### config.mk
export PLATFORM = sky130hd
export DESIGN_NAME = fb_pattern_writer
export DESIGN_NICKNAME = d
export VERILOG_FILES = /design/src/rtl/fb_pkg.sv /design/src/rtl/fb_pattern_gen.sv /design/src/rtl/fb_pattern_writer.sv
export SDC_FILE = /design/constraint.sdc
export NUM_CORES = 1
export LEC_CHECK = 0
export CAP_MARGIN = 30
export CELL_PAD_IN_SITES_DETAIL_PLACEMENT = 2
export CELL_PAD_IN_SITES_GLOBAL_PLACEMENT = 2
export CORE_ASPECT_RATIO = 1.1
export CORE_UTILIZATION = 33
export CTS_CLUSTER_DIAMETER = 100
export CTS_CLUSTER_SIZE = 40
export DETAILED_ROUTE_END_ITERATION = 6
export PLACE_DENSITY_LB_ADDON = 0.1
export SETUP_SLACK_MARGIN = 0.05
export SLEW_MARGIN = 5
export SYNTH_ARGS = -nofsm -noshare
export SYNTH_HDL_FRONTEND = slang
export SYNTH_SLANG_ARGS = --single-unit
### constraint.sdc
create_clock -name wshb_clk -period 3.1 [get_ports wshb_clk]
set_clock_uncertainty 0.05 [all_clocks]
set_input_delay 0.62 -clock wshb_clk [delete_from_list [all_inputs] [get_ports wshb_clk]]
set_output_delay 0.62 -clock wshb_clk [all_outputs]
set_load 0.005 [all_outputs]
### src/rtl/fb_pkg.sv
// Shared types and constants for the frame-buffer pattern writer.
//   pattern_e : test pattern selector encoding
//   state_e   : writer FSM states
//   rgb_t     : 24-bit {R,G,B} pixel colour
//   BAR_LUT   : colour-bar palette, index 0 = leftmost bar
package fb_pkg;

  typedef logic [23:0] rgb_t;

  typedef enum logic [1:0] {
    PAT_GRID  = 2'd0,
    PAT_BARS  = 2'd1,
    PAT_SOLID = 2'd2,
    PAT_GRAD  = 2'd3
  } pattern_e;

  typedef enum logic [1:0] {
    ST_IDLE    = 2'd0,
    ST_WRITE   = 2'd1,
    ST_RELEASE = 2'd2,
    ST_DONE    = 2'd3
  } state_e;

  // white, yellow, cyan, green, magenta, red, blue, black
  localparam rgb_t BAR_LUT [8] = '{
    24'hFFFFFF, 24'hFFFF00, 24'h00FFFF, 24'h00FF00,
    24'hFF00FF, 24'hFF0000, 24'h0000FF, 24'h000000
  };

endpackage

### src/rtl/fb_pattern_gen.sv
// Combinational pixel colour generator.
//   pattern_i : selected test pattern
//   solid_i   : colour used by the solid pattern
//   x_i, y_i  : pixel position
//   bar_i     : colour-bar index of column x_i (tracked by the caller)
//   rgb_c_o   : resulting 24-bit colour
module fb_pattern_gen
  import fb_pkg::*;
#(
  parameter int unsigned XW = 10,
  parameter int unsigned YW = 9
) (
  input  pattern_e        pattern_i,
  input  rgb_t            solid_i,
  input  logic [XW-1:0]   x_i,
  input  logic [YW-1:0]   y_i,
  input  logic [2:0]      bar_i,
  output rgb_t            rgb_c_o
);

  logic grid_line;

  // Grid line on every 16th column or row; masking the low bits avoids a modulo.
  assign grid_line = ((x_i & XW'(15)) == '0) || ((y_i & YW'(15)) == '0);

  always_comb begin
    rgb_c_o = 24'h000000;
    case (pattern_i)
      PAT_GRID:  rgb_c_o = grid_line ? 24'hFFFFFF : 24'h000000;
      PAT_BARS:  rgb_c_o = BAR_LUT[bar_i];
      PAT_SOLID: rgb_c_o = solid_i;
      PAT_GRAD:  rgb_c_o = {8'(x_i), 8'(y_i), 8'h80};
      default:   rgb_c_o = 24'h000000;
    endcase
  end

endmodule

### src/rtl/fb_pattern_writer.sv
// Wishbone master that fills the frame buffer with a test pattern, one
// 32-bit word per pixel at BASE_ADR + 4*(HDISP*y + x). The bus is released
// for one cycle after every BURST acknowledged writes.
//   wshb_clk, wshb_rst_n     : clock, async active-low reset
//   start, continuous        : frame request / auto-restart at end of frame
//   pattern_sel, solid_rgb   : pattern selection, latched at frame start
//   busy, frame_done         : status
//   wshb_*                   : Wishbone master write port
module fb_pattern_writer
  import fb_pkg::*;
#(
  parameter int unsigned HDISP    = 800,
  parameter int unsigned VDISP    = 480,
  parameter int unsigned BURST    = 64,
  parameter logic [31:0] BASE_ADR = 32'h0
) (
  input  logic        wshb_clk,
  input  logic        wshb_rst_n,
  input  logic        start,
  input  logic        continuous,
  input  logic [1:0]  pattern_sel,
  input  logic [23:0] solid_rgb,
  output logic        busy,
  output logic        frame_done,
  output logic [31:0] wshb_adr,
  output logic [31:0] wshb_dat_ms,
  output logic        wshb_we,
  output logic [3:0]  wshb_sel,
  output logic [2:0]  wshb_cti,
  output logic [1:0]  wshb_bte,
  output logic        wshb_stb,
  output logic        wshb_cyc,
  input  logic        wshb_ack,
  input  logic        wshb_err
);

  localparam int unsigned XW      = (HDISP > 1) ? $clog2(HDISP) : 1;
  localparam int unsigned YW      = (VDISP > 1) ? $clog2(VDISP) : 1;
  localparam int unsigned BAR_LEN = HDISP / 8;
  localparam int unsigned BCW     = (BAR_LEN > 1) ? $clog2(BAR_LEN) : 1;
  localparam int unsigned CW      = (BURST > 1) ? $clog2(BURST) : 1;

  state_e          state_q, state_d;
  pattern_e        pat_q, pat_d;
  rgb_t            solid_q, solid_d;
  logic [XW-1:0]   x_q, x_d;
  logic [YW-1:0]   y_q, y_d;
  logic [2:0]      bar_q, bar_d;
  logic [BCW-1:0]  bx_q, bx_d;
  logic [CW-1:0]   burst_q, burst_d;
  logic [31:0]     adr_q, adr_d;
  logic [31:0]     dat_q;
  logic            stb_q, stb_d;
  logic            busy_q, busy_d;
  logic            done_q, done_d;
  logic            load_c;
  logic            adv_c;
  logic            last_px_c;
  logic            x_end_c;
  rgb_t            rgb_c;

  assign x_end_c   = (x_q == XW'(HDISP - 1));
  assign last_px_c = x_end_c && (y_q == YW'(VDISP - 1));

  // Next-state, counters and address; load_c starts a frame from IDLE or DONE.
  always_comb begin
    state_d = state_q;
    pat_d   = pat_q;
    solid_d = solid_q;
    x_d     = x_q;
    y_d     = y_q;
    bar_d   = bar_q;
    bx_d    = bx_q;
    burst_d = burst_q;
    adr_d   = adr_q;
    load_c  = 1'b0;
    adv_c   = 1'b0;

    case (state_q)
      ST_IDLE: begin
        if (start) load_c = 1'b1;
      end
      ST_WRITE: begin
        if (wshb_ack) begin
          adv_c = 1'b1;
          adr_d = adr_q + 32'd4;
          if (last_px_c) begin
            state_d = ST_DONE;
            x_d     = '0;
            y_d     = '0;
            bar_d   = '0;
            bx_d    = '0;
          end else begin
            if (x_end_c) begin
              x_d   = '0;
              y_d   = y_q + 1'b1;
              bar_d = '0;
              bx_d  = '0;
            end else begin
              x_d = x_q + 1'b1;
              if (bx_q == BCW'(BAR_LEN - 1)) begin
                bx_d  = '0;
                bar_d = bar_q + 3'd1;
              end else begin
                bx_d = bx_q + 1'b1;
              end
            end
            if (burst_q == CW'(BURST - 1)) begin
              state_d = ST_RELEASE;
              burst_d = '0;
            end else begin
              burst_d = burst_q + 1'b1;
            end
          end
        end else if (wshb_err) begin
          // Errored beat: hold everything so the same write is reissued.
          state_d = ST_WRITE;
        end
      end
      ST_RELEASE: state_d = ST_WRITE;
      ST_DONE: begin
        if (continuous) load_c = 1'b1;
        else            state_d = ST_IDLE;
      end
      default: state_d = ST_IDLE;
    endcase

    if (load_c) begin
      state_d = ST_WRITE;
      pat_d   = pattern_e'(pattern_sel);
      solid_d = solid_rgb;
      x_d     = '0;
      y_d     = '0;
      bar_d   = '0;
      bx_d    = '0;
      burst_d = '0;
      adr_d   = BASE_ADR;
      adv_c   = 1'b1;
    end

    stb_d  = (state_d == ST_WRITE);
    busy_d = (state_d != ST_IDLE);
    done_d = (state_d == ST_DONE);
  end

  // Colour is computed from the next pixel position so it lines up with adr.
  fb_pattern_gen #(
    .XW(XW),
    .YW(YW)
  ) u_gen (
    .pattern_i (pat_d),
    .solid_i   (solid_d),
    .x_i       (x_d),
    .y_i       (y_d),
    .bar_i     (bar_d),
    .rgb_c_o   (rgb_c)
  );

  // State and bus registers.
  always_ff @(posedge wshb_clk or negedge wshb_rst_n) begin
    if (!wshb_rst_n) begin
      state_q <= ST_IDLE;
      pat_q   <= PAT_GRID;
      solid_q <= '0;
      x_q     <= '0;
      y_q     <= '0;
      bar_q   <= '0;
      bx_q    <= '0;
      burst_q <= '0;
      adr_q   <= '0;
      dat_q   <= '0;
      stb_q   <= 1'b0;
      busy_q  <= 1'b0;
      done_q  <= 1'b0;
    end else begin
      state_q <= state_d;
      pat_q   <= pat_d;
      solid_q <= solid_d;
      x_q     <= x_d;
      y_q     <= y_d;
      bar_q   <= bar_d;
      bx_q    <= bx_d;
      burst_q <= burst_d;
      adr_q   <= adr_d;
      if (adv_c) dat_q <= {8'h00, rgb_c};
      stb_q   <= stb_d;
      busy_q  <= busy_d;
      done_q  <= done_d;
    end
  end

  assign busy        = busy_q;
  assign frame_done  = done_q;
  assign wshb_adr    = adr_q;
  assign wshb_dat_ms = dat_q;
  assign wshb_stb    = stb_q;
  assign wshb_cyc    = stb_q;
  assign wshb_we     = 1'b1;
  assign wshb_sel    = 4'hF;
  assign wshb_cti    = 3'd0;
  assign wshb_bte    = 2'd0;

endmodule

Yosys cells after proc, flatten, opt, wreduce, memory -nomap -nowiden
Memory sizes are Yosys's and may differ from the RTL's.
Cells that the tools add are included.
{ "word_totals": {"rom_bits": 192, "input_bits": 32, "ff_bits": 122, "elab_cells": 99, "n_memories": 1} }
{ "mem_list": {"columns": ["memory", "words", "word_bits", "read_ports", "rd_clocked_by_memory_dff", "wr", "line", "source"], "rows": [
  ["(name not given)", 8, 24, 1, 0, 0, "fb_pattern_gen.sv:30", "PAT_BARS: rgb_c_o = BAR_LUT[bar_i];"]
]} }
{ "classes": {"n_reduce_logical": 13, "magnitude_cmp": 1, "n_addsub": 6, "bitwise": 1, "muxes": 49, "eq_ne": 13} }
{ "op_table": {"columns": ["op", "n"], "rows": [
  ["2-to-1 mux 24 bit", 4],
  ["2-to-1 mux 32 bit", 3],
  ["one-hot mux 24 bit (4 select lines)", 1],
  ["2-to-1 mux 10 bit", 5],
  ["2-to-1 mux 9 bit", 5],
  ["2-to-1 mux 7 bit", 6],
  ["adder 32 x 3 -> 32 bit (second input constant)", 1],
  ["2-to-1 mux 6 bit", 5],
  ["2-to-1 mux 3 bit", 6],
  ["2-to-1 mux 2 bit", 7],
  ["adder 10 x 1 -> 10 bit (second input constant)", 1],
  ["== test 10 bit (second input constant)", 1],
  ["== test 2 bit (second input constant)", 5],
  ["logical NOT 10 bit", 1],
  ["adder 9 x 1 -> 9 bit (second input constant)", 1],
  ["== test 9 bit (second input constant)", 1],
  ["logical NOT 9 bit", 1],
  ["adder 7 x 1 -> 7 bit (second input constant)", 1],
  ["== test 7 bit (second input constant)", 1],
  ["adder 6 x 1 -> 6 bit (second input constant)", 1],
  ["== test 2 x 1 -> 1 bit (second input constant)", 3],
  ["== test 6 bit (second input constant)", 1],
  ["one-hot mux 2 bit (3 select lines)", 1],
  ["AND reduction 3 bit", 2],
  ["12 further kinds", 19]
]} }

Depth between registers and ports, before layout
{ "depth": {"word_depth": 12, "ltp_mapped": 10, "ltp_nobuf": 9} }

Cells and area by module
From an unflattened synthesis, not the netlist that was laid out.
{ "hier_totals": {"hier_cells": 701, "area_unflattened_um2": 6118.4} }
{ "by_module_without_submodules": {"columns": ["mod", "seq_area_each_um2", "n_inst", "cells_per_inst", "area_each_um2"], "rows": [
  ["fb_pattern_writer", 3002.9, 1, 633, 5708.0],
  ["fb_pattern_gen", 0.0, 1, 68, 410.4]
]} }

Worst setup path before layout
OpenSTA, ideal clock, no wires.
{ "synth_path": {"path_type": "flip-flop to flip-flop", "startpoint": "register state_q[1]", "endpoint": "register dat_q[22], in the netlist wshb_dat_ms[22]", "setup_time_ps": 145, "period_less_slack_ps": 2435, "path_buffers": 1, "t_arrival_ps": 2240, "setup_slack_ps": 665, "path_stages_with_launch": 10, "cell_sequence": "dfrtp_1 -> inv_1 -> ha_1 -> and4_1 -> and3_1 -> mux2_2 -> a31oi_1 -> o21a_2 -> buf_6 -> a31oi_1"} }
{ "synth_via": {"elab_chain_len": 8, "word_cells_on_any_way": 27} }
{ "synth_lines": {"columns": ["element", "line", "source"], "rows": [
  ["from (decl)", "fb_pattern_writer.sv:43", "state_e state_q, state_d;"],
  ["from (signal assigned)", "fb_pattern_writer.sv:176", "state_q <= state_d;"],
  ["== test 2 bit (tied with other cells)", "fb_pattern_writer.sv:79", "case (state_q)"],
  ["one-hot mux 1 bit (2 select lines) / 2-to-1 mux 3 bit (equally long branches)", "fb_pattern_writer.sv:79", null],
  ["2-to-1 mux 3 bit", "fb_pattern_writer.sv:128", "if (load_c) begin"],
  ["NOT 3 -> 4 bit (implied by the code)", "fb_pattern_gen.sv:30", null],
  ["memory (8 x 24 bit)", null, null],
  ["2-to-1 mux 24 bit (implied by the code) (2 in series)", "fb_pattern_gen.sv:30", null],
  ["one-hot mux 24 bit (4 select lines)", "fb_pattern_gen.sv:28", "case (pattern_i)"],
  ["to (signal assigned)", "fb_pattern_writer.sv:185", "if (adv_c) dat_q <= {8'h00, rgb_c};"],
  ["to (decl)", "fb_pattern_writer.sv:52", "logic [31:0] dat_q;"]
]} }
Parallel ways exist; a longest one is shown, timed or not. The select of a mux whose other input is x is not followed.
A chain may end at the register's enable or synchronous reset.

Worst setup path after layout
{ "layout_path": {"startpoint": "register state_q[1]", "endpoint": "register dat_q[2], in the netlist wshb_dat_ms[2]"} }
The elaborated chain is that of the path after synthesis.

==> results_dict.tcl <==
set metrics [dict create \
    maxUsedRoutingLayer "met4" \
    place_ws_ns -0.0552 \
    grt_pass1_wl_mm 32.6 \
    rsz0062_at_grt "false" \
    max-clock-path-buffers 2 \
    reg2reg_from "state_q[1]" \
    synth_top_area_frac 0.493 \
    ys.warnings.count 0 \
    wl_met3_um 502 \
    fin_cells 999 \
    synth_fa_ha_area_frac 0.0226 \
    placed_cell_area_sq_um 7360 \
    synthSimpleGateAreaFrac 0.206 \
    dp_hpwl_mm 13.9 \
    startpoint "state_q[1]" \
    reg2reg_depth 9 \
    cp_max_fo 8 \
    setup_slack_ns 0.286 \
    post_synth_num_cell_types 57 \
    dp_cells 967 \
    cts.clk_slew.worst_paths_ns 0.06 \
    finalSetupViolations 0 \
    diodes 0 \
    status "finished clean" \
    maxSlewHeadroom 0.459 \
    area_growth_syn_to_layout_pct 31.5 \
    grt.total_usage 0.222 \
    r2r-end "wshb_dat_ms[2]" \
    cp-start-kind "flip-flop" \
    fin_nets 791 \
    start_util 0.341 \
    routedWlPerCell_um 19.8 \
    r2r_setup_slack_ns 0.29 \
    postRouteAntennaNets 0 \
    wl_met2_mm 10.5 \
    grt_pass1_vias 5942 \
    leakagePower_nw 3.41 \
    hold_violations 0 \
    wl_met1_mm 8.47 \
    drtPass1Iterations 4 \
    antenna_found_initial 0 \
    critical_path_class "flip-flop to flip-flop" \
    ys_top_cells_by_area "dfrtp_1, nor2_1, nand2_1" \
    hold_class "input pin to async pin" \
    post-cts-setup-buffers 0 \
    overflow 0 \
    synthCells 636 \
    endpoint "wshb_dat_ms[2]" \
    cts_tree "built" \
    power.density_nw_per_um2 867 \
    synth-edff-count 0 \
    tightest_slew_ns 0.811 \
    synth_compound_area_frac 0.141 \
    core-area_sq_um 17900 \
    fillers 1926 \
    boundaryPins 110 \
    drive_above_1_share 0.127 \
    drv_slew 0 \
    route.detailed.drc 0 \
    synthArstFlopShare 1.00 \
    post-route-period-util 0.908 \
    cts_root_buffer "clkbuf_16" \
    vias_per_cell 5.25 \
    rows 51 \
    synth.area.mux_share 0.0366 \
    seq_area_frac_synth 0.493 \
    ir_drop_uv 424 \
    maxCapViolCount 0 \
    gp_congestion 0.798 \
    period_needed_ns 2.81 \
    totalWireLength_mm 19.8 \
    port_buffers 89 \
    syn_area_per_cell_sq_um 9.58 \
    design_area_sq_um 8010 \
    cts_sinks 120 \
    dieWidth_um 132 \
    drt-initial-drc-count 184 \
    via_count 5247 \
    end_kind "flip-flop" \
    yosys.area.top_type "dfrtp_1" \
    synth_xor_area_frac 0.0503 \
    max_freq_ghz 0.355 \
    synthesis.area_sq_um 6090 \
    synth_top_family_by_area "simple AND/OR/NAND/NOR gates" \
    ctsHtreeMaxLevel 4 \
    die_area_sq_um 19000 \
    grt_max_degree 53 \
    required_ns 3.35 \
    arrival_ns 3.07 \
    die_h_um 145 \
    clk_latency_ns 0.42 \
    synth_flop_cell "dfrtp_1" \
    cts_buffers 17 \
    postLayoutCoreUtil 0.449 \
    synth_seq_cells 120 \
]
==> how the worst min path moves through the flow <==
stage                  to  slack, ns  cells after the start
4_1_cts        burst_q[3]       0.23                      1
3_5_place_dp   solid_q[1]       0.42                      2
3_3_place_gp   solid_q[5]       0.40                      2
6_report       burst_q[2]       0.22                      1
2_1_floorplan    bar_q[0]       0.27                      0
5_1_grt        burst_q[2]       0.27                      1
==> layer usage <==
metal	vias to the layer above	global-route usage
li1	2440	-
met1	2694	0.262
met2	94	0.413
met3	19	0.0336
met4	0	0.0692
met5	-	0
==> synthesized netlist by cell type, drive strengths merged (6+ instances only) <==
cell and instances:
or2 10, inv 14, and3 11, nand4 17, a21oi 36, dfrtp 120
nor3 13, xor2 24, o21ai 34, xnor2 11, ha 11, mux2 18
o22a 7, buf 28, nor2 75, nand2 63, o211ai 11, nand3 23
and2 6, clkbuf 15, a31oi 23, or3 12
==> kinds of logic after synthesis <==
family                   Yosys count
AO/OA/AOI/OAI                    137
XOR/XNOR                          35
adder cells (fa/ha/maj)           11
buffers and inverters             57
flip-flops                       120
multiplexers                      20
other                              2
AND/OR/NAND/NOR                  254
==> registers in the layout, summed over array words and instances (netlist names) <==
register / count
bar_q: 3
burst_q: 6
busy: 1
bx_q: 7
frame_done: 1
pat_q: 2
solid_q: 24
state_q: 2
wshb_adr: 30
wshb_cyc: 1
wshb_dat_ms: 24
x_q: 10
y_q: 9
==> power breakdown <==
part | switching, mW | internal [mW] | leakage [nW]
combinational | 1.28 | 1.14 | 1.56
clock | 0.743 | 1.47 | 0.318
sequential | 0.302 | 2.01 | 1.53
==> metrics by stage <==
stage / total power [mW] / hold WS [ns] / setup TNS, ns
final: 6.94 / 0.217 / 0
after global routing: 7.39 / 0.267 / 0
after CTS: 7.04 / 0.234 / 0
after detailed placement: 4.77 / 0.421 / -0.317
after global placement: 4.64 / 0.404 / 0
after floorplan: 3.59 / 0.274 / 0
==> critical path: stages (launching register included) <==
cell and delay [ns]:
dfrtp_1 0.42, inv_1 0.17, ha_1 0.31, nand2_1 0.22
nor3_1 0.29, buf_4 0.17, xnor2_1 0.10, o21ai_0 0.34
o2111ai_2 0.35, o22a_1 0.28
==> placed cells by master, fill, tap and decap left out, types with 12 or more instances in the layout <==
cell             synthesis  layout
nand2_1                 63      63
buf_4                   21      27
inv_1                   14      14
a21oi_1                 36      36
nand4_1                 17      17
xor2_1                  24      24
nor2_1                  75      74
nor3_1                  12      12
clkbuf_16                0      17
nand3_1                 23      23
clkdlybuf4s50_1          0      88
a31oi_1                 23      23
or3_1                   12      12
o21ai_0                 31      31
conb_1                   2      20
dfrtp_1                120     120
mux2_2                  18      18
==> final cells by class <==
type	instances	area, sq um	share of cell area
clock inverters	11	194	0.0242
repair buffers	118	1140	0.143
clock buffers	21	460	0.0575
well taps	238	298	0.0372
multi-input cells	477	2860	0.357
flip-flops and latches	120	3000	0.375
inverters	14	52.6	0.00656
==> what timing repair did <==
action                                  4_1_cts  5_1_grt
gates resized for setup                       0        0
hold buffers                                  0        0
endpoints found under the setup margin        0        3
Note: power is estimated with default switching activity, not from simulation.
==> variant (same flow settings) <==
`x_q`, `y_q`, `bx_q` and `adr_q` no longer have a reset.
--- a/src/rtl/fb_pattern_writer.sv
+++ b/src/rtl/fb_pattern_writer.sv
@@ -163,10 +163,6 @@
       pat_q   <= PAT_GRID;
       solid_q <= '0;
-      x_q     <= '0;
-      y_q     <= '0;
       bar_q   <= '0;
-      bx_q    <= '0;
       burst_q <= '0;
-      adr_q   <= '0;
       dat_q   <= '0;
       stb_q   <= 1'b0;
@@ -177,10 +173,6 @@
       pat_q   <= pat_d;
       solid_q <= solid_d;
-      x_q     <= x_d;
-      y_q     <= y_d;
       bar_q   <= bar_d;
-      bx_q    <= bx_d;
       burst_q <= burst_d;
-      adr_q   <= adr_d;
       if (adv_c) dat_q <= {8'h00, rgb_c};
       stb_q   <= stb_d;
@@ -188,4 +180,11 @@
       done_q  <= done_d;
     end
+  end
+
+  always_ff @(posedge wshb_clk) begin
+    x_q   <= x_d;
+    y_q   <= y_d;
+    bx_q  <= bx_d;
+    adr_q <= adr_d;
   end
 
Check against the original RTL: differs if wshb_rst_n is asserted again (counterexample within 4 cycles, from zero or initial values and one cycle with wshb_rst_n low); with wshb_rst_n held inactive, the same outputs for 4 cycles.
==> variant against the original RTL <==
Sequential power shrank 3%; synthesized cell count grew 0.63%; total power grew 0.16%; non-clock buffer count shrank 1; wire length shrank 6.1%; critical endpoint is now wshb_dat_ms[20]; sequential cell count is the same; count of clock-buffer cells in the layout shrank 4; cell area shrank 3.0%; synthesized area shrank 2.9%; worst setup slack lost 0.044 ns; utilization shrank 0.70 points.
==> variant: results (changes against the original RTL) <==
\begin{tabular}{lr}
\hline
Metric & Value \\
\hline
\multicolumn{2}{l}{\textbf{Logic synthesis}} \\
\quad Sequential share of the synthesized area & 45.99\% (-3.3 points) \\
\quad Synth cell types & 69 (+21\%) \\
\quad Average size of a mapped cell & 9.249 µm² (-3.5\%) \\
\quad Cells taking the most area after synthesis & dfrtp\_1 27\%, dfxtp\_1 19\%, nor2\_1 5.8\%, nand2\_1 4.5\%, xor2\_1 4.3\% \\
\quad Leading post-synthesis cells by instance count & 91 x nor2\_1, 71 x nand2\_1, 64 x dfrtp\_1 \\
\quad Fraction of registers with async set or reset after synthesis & 53.33\% (-47 points) \\
\multicolumn{2}{l}{\textbf{Detailed routing}} \\
\quad Drt initial violations & 167 (-9.2\%) \\
\quad Number of iterations in the first detailed-routing pass & 4 (unchanged) \\
\quad Via density per instance & 5.135 (-2.2\%) \\
\quad Overall routed net length & 18,570 µm (-6.1\%) \\
\multicolumn{2}{l}{\textbf{Finish}} \\
\quad Layout Nets & 787 (-0.51\%) \\
\quad Final cell count without fillers & 995 (-0.40\%) \\
\quad Fraction of layout instances using a drive strength above 1 & 12.42\% (-0.33 points) \\
\quad Filler cells & 1,932 (+0.31\%) \\
\multicolumn{2}{l}{\textbf{Placement}} \\
\quad Global placement routability congestion & 0.7698 (-3.5\%) \\
\quad Total cell area at the placement stage & 7083 µm² (-3.8\%) \\
\quad Worst setup slack before clock tree synthesis & -0.03886 ns (+0.01633 ns) \\
\quad Sum of net half-perimeters after detailed placement & 13,360 µm (-4.0\%) \\
\multicolumn{2}{l}{\textbf{STA}} \\
\quad Final worst path period share & 92.21\% (+1.4 points) \\
\quad Smallest hold slack & 0.1590 ns (-0.05778 ns) \\
\quad Worst-margin pin slew & 0.7152 ns (-0.09622 ns) \\
\multicolumn{2}{l}{\textbf{Global route}} \\
\quad GRT Util Overall & 21.28\% (-0.88 points) \\
\quad Wire length of the first global-routing pass & 30,030 µm (-7.8\%) \\
\quad Pin count of the biggest net entering global routing & 65 (+23\%) \\
\multicolumn{2}{l}{\textbf{Power and ir drop}} \\
\quad Leakage power & 3.194 nW (-6.4\%) \\
\multicolumn{2}{l}{\textbf{Worst setup path}} \\
\quad Highest-delay cell along the critical path & or4\_4 \\
\quad Arrival time at the worst endpoint & 3.09 ns (+0.02 ns) \\
\quad Worst path max stage delay & 0.51 ns (+0.09 ns) \\
\multicolumn{2}{l}{\textbf{Outcome}} \\
\quad Run status & complete, no violations \\
\hline
\end{tabular}
-- variant: cell types whose count changed after synthesis, moves of 10 or more --
cell | unedited run | this run
dfxtp_1 | 0 | 56
nand3_1 | 23 | 33
a21oi_1 | 36 | 21
dfrtp_1 | 120 | 64
nor2_1 | 75 | 91
-- variant: cells by family (layout without fill, tap and decap cells) --
| group | count (synthesis) | in the layout | share of synthesized area [%] |
|---|---|---|---|
| buf+inv | 60 | 159 | 5.876 |
| other cells | 2 | 20 | 0.1269 |
| fa+ha+maj | 11 | 11 | 2.325 |
| mux | 15 | 15 | 3.001 |
| simple gates | 281 | 281 | 23.82 |
| compound gates | 102 | 102 | 11.60 |
| xor+xnor | 49 | 49 | 7.250 |
| flops | 120 | 120 | 45.99 |
-- variant: area by class of cell --
class / instances / area, µm² / share of cell area [%]
clock buffer: 17 / 425.4 / 5.471
clock inverter: 15 / 247.7 / 3.186
inverter: 10 / 37.54 / 0.4827
multi-input combinational: 478 / 2924 / 37.60
sequential: 120 / 2723 / 35.01
tap: 238 / 297.8 / 3.829
timing repair buffer: 117 / 1121 / 14.42
-- variant: repair_timing --
action                     CTS  global route
gates resized for setup      0             0
setup endpoints to repair    0            18
setup buffers                0             1
-- variant: power breakdown --
group | switching [mW] | internal (mW)
Combinational | 1.36 | 1.07
Sequential | 0.271 | 1.97
Clock | 0.767 | 1.51
Total | 2.40 | 4.55
-- variant: layer usage --
| metal | global-route usage, % | vias to the layer above | share of wire (%) |
|---|---|---|---|
| li1 | - | 2400 | - |
| met1 | 24.39 | 2584 | 43 |
| met2 | 38.70 | 104 | 52 |
| met3 | 4.624 | 21 | 3.9 |
| met4 | 7.099 | 0 | 1.6 |
| met5 | 0 | - | 0 |
